$ cat src/rtl/angle_reducer.sv
`default_nettype none
// ============================================================================
// Module      : angle_reducer
// Description : Reduces an unsigned whole-degree angle modulo 360 and then
//               folds it into a quadrant (0..3) plus an offset within that
//               quadrant (0..89) for a downstream cosine/tangent LUT stage.
//               Requests use a valid/ready handshake on both sides; only one
//               request is in flight at a time.
// Revision    : 1.0 - initial release
// ----------------------------------------------------------------------------
// Ports
//   clk         in   1           system clock, rising edge
//   reset_n     in   1           asynchronous active-low reset
//   in_valid    in   1           upstream angle request present
//   in_ready    out  1           block can accept a request (IDLE only)
//   tan_req     in   1           tangent requested, captured with the angle
//   data_in     in   DATA_WIDTH  angle in whole degrees
//   out_valid   out  1           reduced result available
//   out_ready   in   1           downstream consumes the result
//   en_tangent  out  1           registered copy of the captured tan_req
//   quadrant    out  2           quadrant of the reduced angle
//   data_out    out  DATA_WIDTH  angle folded into the quadrant, 0..89
// ============================================================================
module angle_reducer #(
    parameter int DATA_WIDTH = 16
) (
    input  logic                  clk,
    input  logic                  reset_n,
    input  logic                  in_valid,
    output logic                  in_ready,
    input  logic                  tan_req,
    input  logic [DATA_WIDTH-1:0] data_in,
    output logic                  out_valid,
    input  logic                  out_ready,
    output logic                  en_tangent,
    output logic [1:0]            quadrant,
    output logic [DATA_WIDTH-1:0] data_out
);

    // Remainder width: two guard bits over the input, and never narrower
    // than 17 bits so that the largest step (360 * 2^7 = 46080) is exact
    // even for small DATA_WIDTH values.
    localparam int RW = (DATA_WIDTH + 2 > 17) ? DATA_WIDTH + 2 : 17;

    typedef enum logic [1:0] {
        IDLE   = 2'd0,
        REDUCE = 2'd1,
        FOLD   = 2'd2,
        DONE   = 2'd3
    } state_t;

    state_t                  state_q;
    logic [RW-1:0]           rem_q;
    logic [2:0]              k_q;
    logic                    tan_q;
    logic                    out_valid_q;
    logic                    en_tangent_q;
    logic [1:0]              quadrant_q;
    logic [DATA_WIDTH-1:0]   data_out_q;

    // Combinational helpers for the reduce and fold steps
    logic [RW-1:0]           step_d;
    logic [RW-1:0]           rem_red_d;
    logic [1:0]              quad_d;
    logic [RW-1:0]           base_d;
    logic [RW-1:0]           fold_d;

    // Restoring-division style reduction: try subtracting 360*2^k for
    // k = 7 down to 0. Any 16-bit angle is below 360*2^8, so eight steps
    // always leave rem in 0..359.
    always_comb begin
        step_d    = RW'(360) << k_q;
        rem_red_d = rem_q;
        if (rem_q >= step_d) begin
            rem_red_d = rem_q - step_d;
        end
    end

    // Quadrant selection and fold offset for a remainder in 0..359
    always_comb begin
        quad_d = 2'd0;
        base_d = '0;
        if (rem_q >= RW'(270)) begin
            quad_d = 2'd3;
            base_d = RW'(270);
        end else if (rem_q >= RW'(180)) begin
            quad_d = 2'd2;
            base_d = RW'(180);
        end else if (rem_q >= RW'(90)) begin
            quad_d = 2'd1;
            base_d = RW'(90);
        end
        fold_d = rem_q - base_d;
    end

    always_ff @(posedge clk or negedge reset_n) begin
        if (!reset_n) begin
            state_q      <= IDLE;
            rem_q        <= '0;
            k_q          <= 3'd0;
            tan_q        <= 1'b0;
            out_valid_q  <= 1'b0;
            en_tangent_q <= 1'b0;
            quadrant_q   <= 2'd0;
            data_out_q   <= '0;
        end else begin
            case (state_q)
                IDLE: begin
                    if (in_valid) begin
                        rem_q   <= RW'(data_in);
                        tan_q   <= tan_req;
                        k_q     <= 3'd7;
                        state_q <= REDUCE;
                    end
                end
                REDUCE: begin
                    rem_q <= rem_red_d;
                    if (k_q == 3'd0) begin
                        state_q <= FOLD;
                    end else begin
                        k_q <= k_q - 3'd1;
                    end
                end
                FOLD: begin
                    quadrant_q   <= quad_d;
                    data_out_q   <= DATA_WIDTH'(fold_d);
                    en_tangent_q <= tan_q;
                    state_q      <= DONE;
                end
                DONE: begin
                    // Result registers settle on entry to DONE; out_valid is
                    // raised one edge later so the result appears exactly ten
                    // edges after acceptance with data already stable.
                    if (!out_valid_q) begin
                        out_valid_q <= 1'b1;
                    end else if (out_ready) begin
                        out_valid_q <= 1'b0;
                        state_q     <= IDLE;
                    end
                end
                default: begin
                    state_q <= IDLE;
                end
            endcase
        end
    end

    // Ready only in IDLE; during the DONE->IDLE edge the state is still DONE,
    // so no request can be accepted on the handoff edge.
    assign in_ready   = (state_q == IDLE);
    assign out_valid  = out_valid_q;
    assign en_tangent = en_tangent_q;
    assign quadrant   = quadrant_q;
    assign data_out   = data_out_q;

endmodule
`default_nettype wire

$ cat config.mk
export PLATFORM = sky130hd
export DESIGN_NAME = angle_reducer
export DESIGN_NICKNAME = d
export VERILOG_FILES = /design/src/rtl/angle_reducer.sv
export SDC_FILE = /design/constraint.sdc
export NUM_CORES = 1
export LEC_CHECK = 0
export ABC_CLOCK_PERIOD_IN_PS = 10000
export CAP_MARGIN = 20
export CORE_MARGIN = 2
export CORE_UTILIZATION = 38
export CTS_CLUSTER_SIZE = 16
export DETAILED_ROUTE_END_ITERATION = 16
export GPL_TIMING_DRIVEN = 0
export HOLD_SLACK_MARGIN = 0.12
export PLACE_DENSITY = 0.56
export SLEW_MARGIN = 20
export SYNTH_ARGS = -nofsm -noshare
export SYNTH_HDL_FRONTEND = slang
export SYNTH_SLANG_ARGS = --single-unit
export TNS_END_PERCENT = 50
$ cat constraint.sdc
create_clock -name clk -period 10 [get_ports clk]
set_input_delay 2 -clock clk [delete_from_list [all_inputs] [get_ports clk]]
set_output_delay 2 -clock clk [all_outputs]
set_load 0.05 [all_outputs]
==> results.cfg, run 1 <==
[status]
outcome = completed

[clocking]
root_buffer = clkbuf_8
cts.htree.levels = 2
holdBufCountCts = 0
clock_latency_ps = 300
cts_num_sinks = 44
cts_buffers = 5
cts_setup_buffers = 0
cts_buffer_depth = 2
cts_tree = yes
clk_pin_slew_ps = 90
ctsResizeCount = 0

[final_layout]
post-route-util = 0.470
regArea_sq_mm = 0.00110
drive_gt1_frac = 0.0782
layout_commonest_cell = dfrtp_1
most-common-layout-cells = dfrtp_1, clkdlybuf4s50_1, nor2_1
nNetsFinal = 463
fillers = 851
syn_to_final_growth_pct = 19.5
multiInputGateArea_sq_mm = 0.00203
final_cells = 514
antenna_cells = 0

[die]
fp.coreArea_sq_mm = 0.00826
initial_core_util = 0.394
io-pin-count = 42
die_area_sq_mm = 0.00931
die_x_microns = 96.5
die-height_microns = 96.5
rows = 33

[worst_setup_path]
critical_path.top_delay_family = compound AO/OA/AOI/OAI gates
worst_path_most_repeated_cell = a211oi_1
path_buf_inv = 1
start_kind = register
criticalPathCategory = register to register
crit_chain = nor4_4 > nand3_2 > a211oi_1 > nand2b_1 > and2_4 > ha_1 > inv_1 > fa_1 > a21o_1 > a211oi_1 > o21ai_0 > a21boi_0 > xnor2_1 > a21oi_1
reg2reg_to = data_out[11]
slowest_delay_ps = 620
reg2reg_from = rem_q[9]
critPathMaxFanout = 7
cp.required_ps = 10170
crit_slowest_cell = a211oi_1
ff2ff_path_depth = 14
critical_path_arrival_ps = 4260
end_kind = register
crit_path_start = rem_q[9]
rrSetupSlack_ps = 5910

[hold_path]
hp-class = register to register
hold_depth = 1
min_from = tan_q
holdPathEnd = tan_q

[grt]
grt_max_degree = 29
grt_use_met1 = 0.247
grt_pass1_vias = 2754
grt_pass1_wl_mm = 13.2
grtUsageMet3 = 0.0287
globalRouteOverflowTotal = 0
antenna_found_initial = 0
grt_use_total = 0.185
use_met2 = 0.303
grt.busiest_layer = met2

[synth]
synth_top_area_share = 0.339
syn_nets = 414
yosysWarnings = 0
netlist_area_sq_mm = 0.00325
synth.distinct_cells = 54
synth-seq-cells = 44
synth-edff-count = 0
yosys_most_used_dff = dfrtp_1
avgSynthCellArea_sq_um = 9.03
yosys.area.top_type = dfrtp_1
synthCells = 360
synthArstFlopShare = 1.00
yosysSeqAreaShare = 0.339
ys_top_cells_by_area = dfrtp_1, ha_1, nor2_1

[timing]
finalSetupViolCount = 0
worst_slack_ps = 5910
fmax_mhz = 244
worstMarginPinSlew_ps = 729
slew_headroom = 0.501
hold_viol_final = 0
period_needed_ps = 4090
min_period_over_period = 0.409
tns_ps = 0
slew_violations = 0
finalClockSkew_ps = 9.09
grt_setup_unrepaired = no

[routing]
vias = 2822
routed_via_density = 5.49
drt_pass1_iterations = 4
wl_mm = 7.97
routedWlPerCell_microns = 15.5
ant_nets = 0
drc = 0
dr.first_iter.drc_count = 111

[place]
dp.cells = 507
dp_slack_ps = 5940
dp_hpwl_mm = 6.21
port_buffers = 41
place_congestion = 0.891

[run]
maxCapViolCount = 0
-- sequential cells by signal, indices dropped and copies added (netlist names) --
register and flops:
state_q 2, k_q 3, quadrant 2, rem_q 18
data_out 16, out_valid 1, tan_q 1, en_tangent 1
-- through the flow --
step / area (sq um) / hold slack, ps
5_1_grt: 3880 / 534
3_3_place_gp: 3790 / 489
3_5_place_dp: 3810 / 492
6_report: 3880 / 509
4_1_cts: 3880 / 512
2_1_floorplan: 3250 / 474
-- logic make-up (layout without fill, tap and decap cells) --
kind of cell               count (synthesis)  after routing  synth area share
AOI/OAI and AO/OA                         96             96             0.191
muxes                                     24             24            0.0801
adders and majority gates                 33             33             0.129
DFF                                       44             44             0.339
xor gates and xnor gates                  16             16            0.0431
and+or+nand+nor                          116            116             0.182
buffers and inverters                     31             80            0.0366
-- final cells by class --
cell class	count	area share
flip-flops and latches	44	0.283
clock buffers	6	0.0187
repair buffers	42	0.110
multi-input cells	285	0.523
well taps	105	0.0338
plain buffers	10	0.0103
clock inverters	1	0.00129
inverters	21	0.0203
-- how the worst max path moves through the flow --
stage	cells past startpoint	to
2_1_floorplan	14	data_out[11]
3_5_place_dp	14	data_out[13]
4_1_cts	14	data_out[13]
5_1_grt	14	data_out[13]
6_report	14	data_out[11]
3_3_place_gp	1	tan_q
-- metal layers --
metal  up-vias  wire length (microns)
li1       1411                      -
met1      1343                   3870
met2        55                   3670
met3        13                    225
met4         0                    205
met5         -                      0
-- synth_stat cells (9+ instances only) --
cell / instances
mux2i_1: 11
nor3_1: 9
dfrtp_1: 44
xnor2_1: 12
nand2_1: 25
inv_1: 21
mux2_2: 12
ha_1: 32
nor2_1: 38
a31oi_1: 9
o21ai_0: 21
a21oi_1: 26
Power of run 1 is not shown: default switching activity piles up to over one toggle a cycle in this logic, so the estimate is an artifact.
==> run 2: changes to the inputs <==
Settings changed: ABC_CLOCK_PERIOD_IN_PS 10000 to 3600, PLACE_DENSITY 0.56 to 0.59.
Clock period 10 ns to 3.6 ns, I/O delays scaled along.
==> run 2 against run 1 <==
Compared with the run above: final cell count up 0.58%; sequential share of layout area fell by 0.53 points; maximum frequency is 21% higher; clock skew shrank 2.4 ps; wire length fell by 0.49%; utilization increased by 1.2 points; critical endpoint unchanged.
==> results.cfg, run 2 (synthesized netlist as in run 1, its figures left out) <==
[clocking]
cts.htree.levels = 2
root_buffer = clkbuf_8
holdBufCountCts = 0
cts_buffer_depth = 2
cts_num_sinks = 44
cts_buffers = 5
clk_pin_slew_ps = 90
clock_latency_ps = 300
cts_tree = yes

[final_layout]
largest_reg_flops = 18
most-common-layout-cells = clkdlybuf4s50_1, dfrtp_1, nor2_1
regMostFlops = rem_q
syn_to_final_growth_pct = 22.5
multiInputGateArea_sq_mm = 0.00206
fillers = 815
nNetsFinal = 465
antenna_cells = 0
final_cells = 517
regArea_sq_mm = 0.00111
drive_gt1_frac = 0.104
layout_commonest_cell = clkdlybuf4s50_1

[die]
fp.coreArea_sq_mm = 0.00826
rows = 33
io-pin-count = 42
die-height_microns = 96.5
die_x_microns = 96.5
die_area_sq_mm = 0.00931
initial_core_util = 0.394

[timing]
fmax_mhz = 297
slew_violations = 0
slew_headroom = 0.474
grt_setup_unrepaired = no
hold_viol_final = 0
finalClockSkew_ps = 6.73
period_needed_ps = 3370
finalSetupViolCount = 0
min_period_over_period = 0.936
worstMarginPinSlew_ps = 781

[worst_setup_path]
critPathMaxFanout = 6
start_kind = register
critical_path_arrival_ps = 3530
end_kind = register
criticalPathCategory = register to register
cp.required_ps = 3760

[status]
outcome = completed

[place]
port_buffers = 41
place_congestion = 0.914
dp.cells = 507
dp_hpwl_mm = 6.08

[grt]
grt_use_total = 0.180
antenna_found_initial = 0
grt_pass1_wl_mm = 12.9
grt_max_degree = 29
globalRouteOverflowTotal = 0
grt_pass1_vias = 2602

[routing]
wl_mm = 7.94
routedWlPerCell_microns = 15.3
wl_met1_mm = 3.84
ant_nets = 0
routed-wl-met2_mm = 3.80
dr_wl_met3_microns = 226
routed_via_density = 5.36
vias = 2773
highest_layer = met4
drt_pass1_iterations = 4
dr.first_iter.drc_count = 107
drc = 0

[hold_path]
hp-class = input pin to asynchronous set/reset pin

[run]
maxCapViolCount = 0
-- run 2: changes by cell type in the layout (fill, tap and decap cells not counted), sizes merged --
cell,change
bufinv,+1
clkbuf,+1
clkinv,-1
buf,+2
-- run 2: area by class of cell --
type | instances | share of cell area
plain buffers | 10 | 0.0101
flip-flops and latches | 44 | 0.278
well taps | 105 | 0.0330
clock inverters | 1 | 0.00754
inverters | 21 | 0.0198
multi-input cells | 285 | 0.517
repair buffers | 44 | 0.111
clock buffers | 7 | 0.0242
-- run 2: path summary, 6_finish.rpt --
kind	startpoint	to	slack, ps	depth (start not counted)
setup reg to reg	rem_q[2]	data_out[11]	230	14
min in group clk	data_out[5]	data_out[5]	510	1
hold / removal	reset_n	data_out[9]	350	1
hold reg to reg	data_out[5]	data_out[5]	510	1
max in group asynchronous	reset_n	rem_q[2]	2730	2
setup / recovery	rem_q[2]	data_out[11]	230	14
-- run 2: metal layers --
| layer | up-vias | GRT usage |
|---|---|---|
| li1 | 1406 | - |
| met1 | 1316 | 0.246 |
| met2 | 43 | 0.307 |
| met3 | 8 | 0.0264 |
| met4 | 0 | 0.0305 |
| met5 | - | 0 |
-- run 2: timing repair --
| action | in CTS | in global routing |
|---|---|---|
| gates resized for setup | 3 | 9 |
| buffers inserted | 1 | 1 |
| pin swaps | 1 | 2 |
| setup endpoints to repair | 8 | 6 |
| cloned | 0 | 0 |
-- run 2: through the flow --
| step | setup WS, ps | hold slack, ps | util | instance area, sq um | TNS [ps] |
|---|---|---|---|---|---|
| floorplan | 122 | 424 | - | 3250 | 0 |
| global placement | -460 | 489 | 0.459 | 3790 | -1990 |
| detailed placement | -500 | 493 | 0.461 | 3810 | -2220 |
| CTS | 15.1 | 348 | 0.479 | 3960 | 0 |
| global route | 34.2 | 365 | 0.482 | 3980 | 0 |
| finish | 230 | 350 | 0.482 | 3980 | 0 |
-- run 2: critical path, cell delays in order, from the launching register on --
cell	delay, ps
dfrtp_2	460
o211ai_1	170
or2b_2	330
a211oi_4	240
nand2b_1	190
and2_4	170
ha_1	150
inv_1	60
fa_1	390
a21o_1	220
a211oi_2	260
o21ai_1	170
a21boi_1	180
xnor2_1	140
a21oi_1	90
Power of run 2 is left out for the same reason.
==> run 3: changes to the inputs <==
--- a/config.mk
+++ b/config.mk
@@ -11,2 +11,3 @@
 export CORE_UTILIZATION = 38
+export CTS_BUF_LIST = sky130_fd_sc_hd__clkbuf_4 sky130_fd_sc_hd__clkbuf_8
 export CTS_CLUSTER_SIZE = 16
==> constraint.sdc (replaced) <==
create_clock -name clk -period 3.6 [get_ports clk]
set_input_delay 0.54 -clock clk [delete_from_list [all_inputs] [get_ports clk]]
set_output_delay 0.54 -clock clk [all_outputs]
set_load 0.05 [all_outputs]
==> results of run 3 <==
Same layout as run 2 (identical final DEF). Status: completed.
Among the figures that moved: hold slack 350 ps -> 170 ps
Power of run 3 is left out for the same reason.
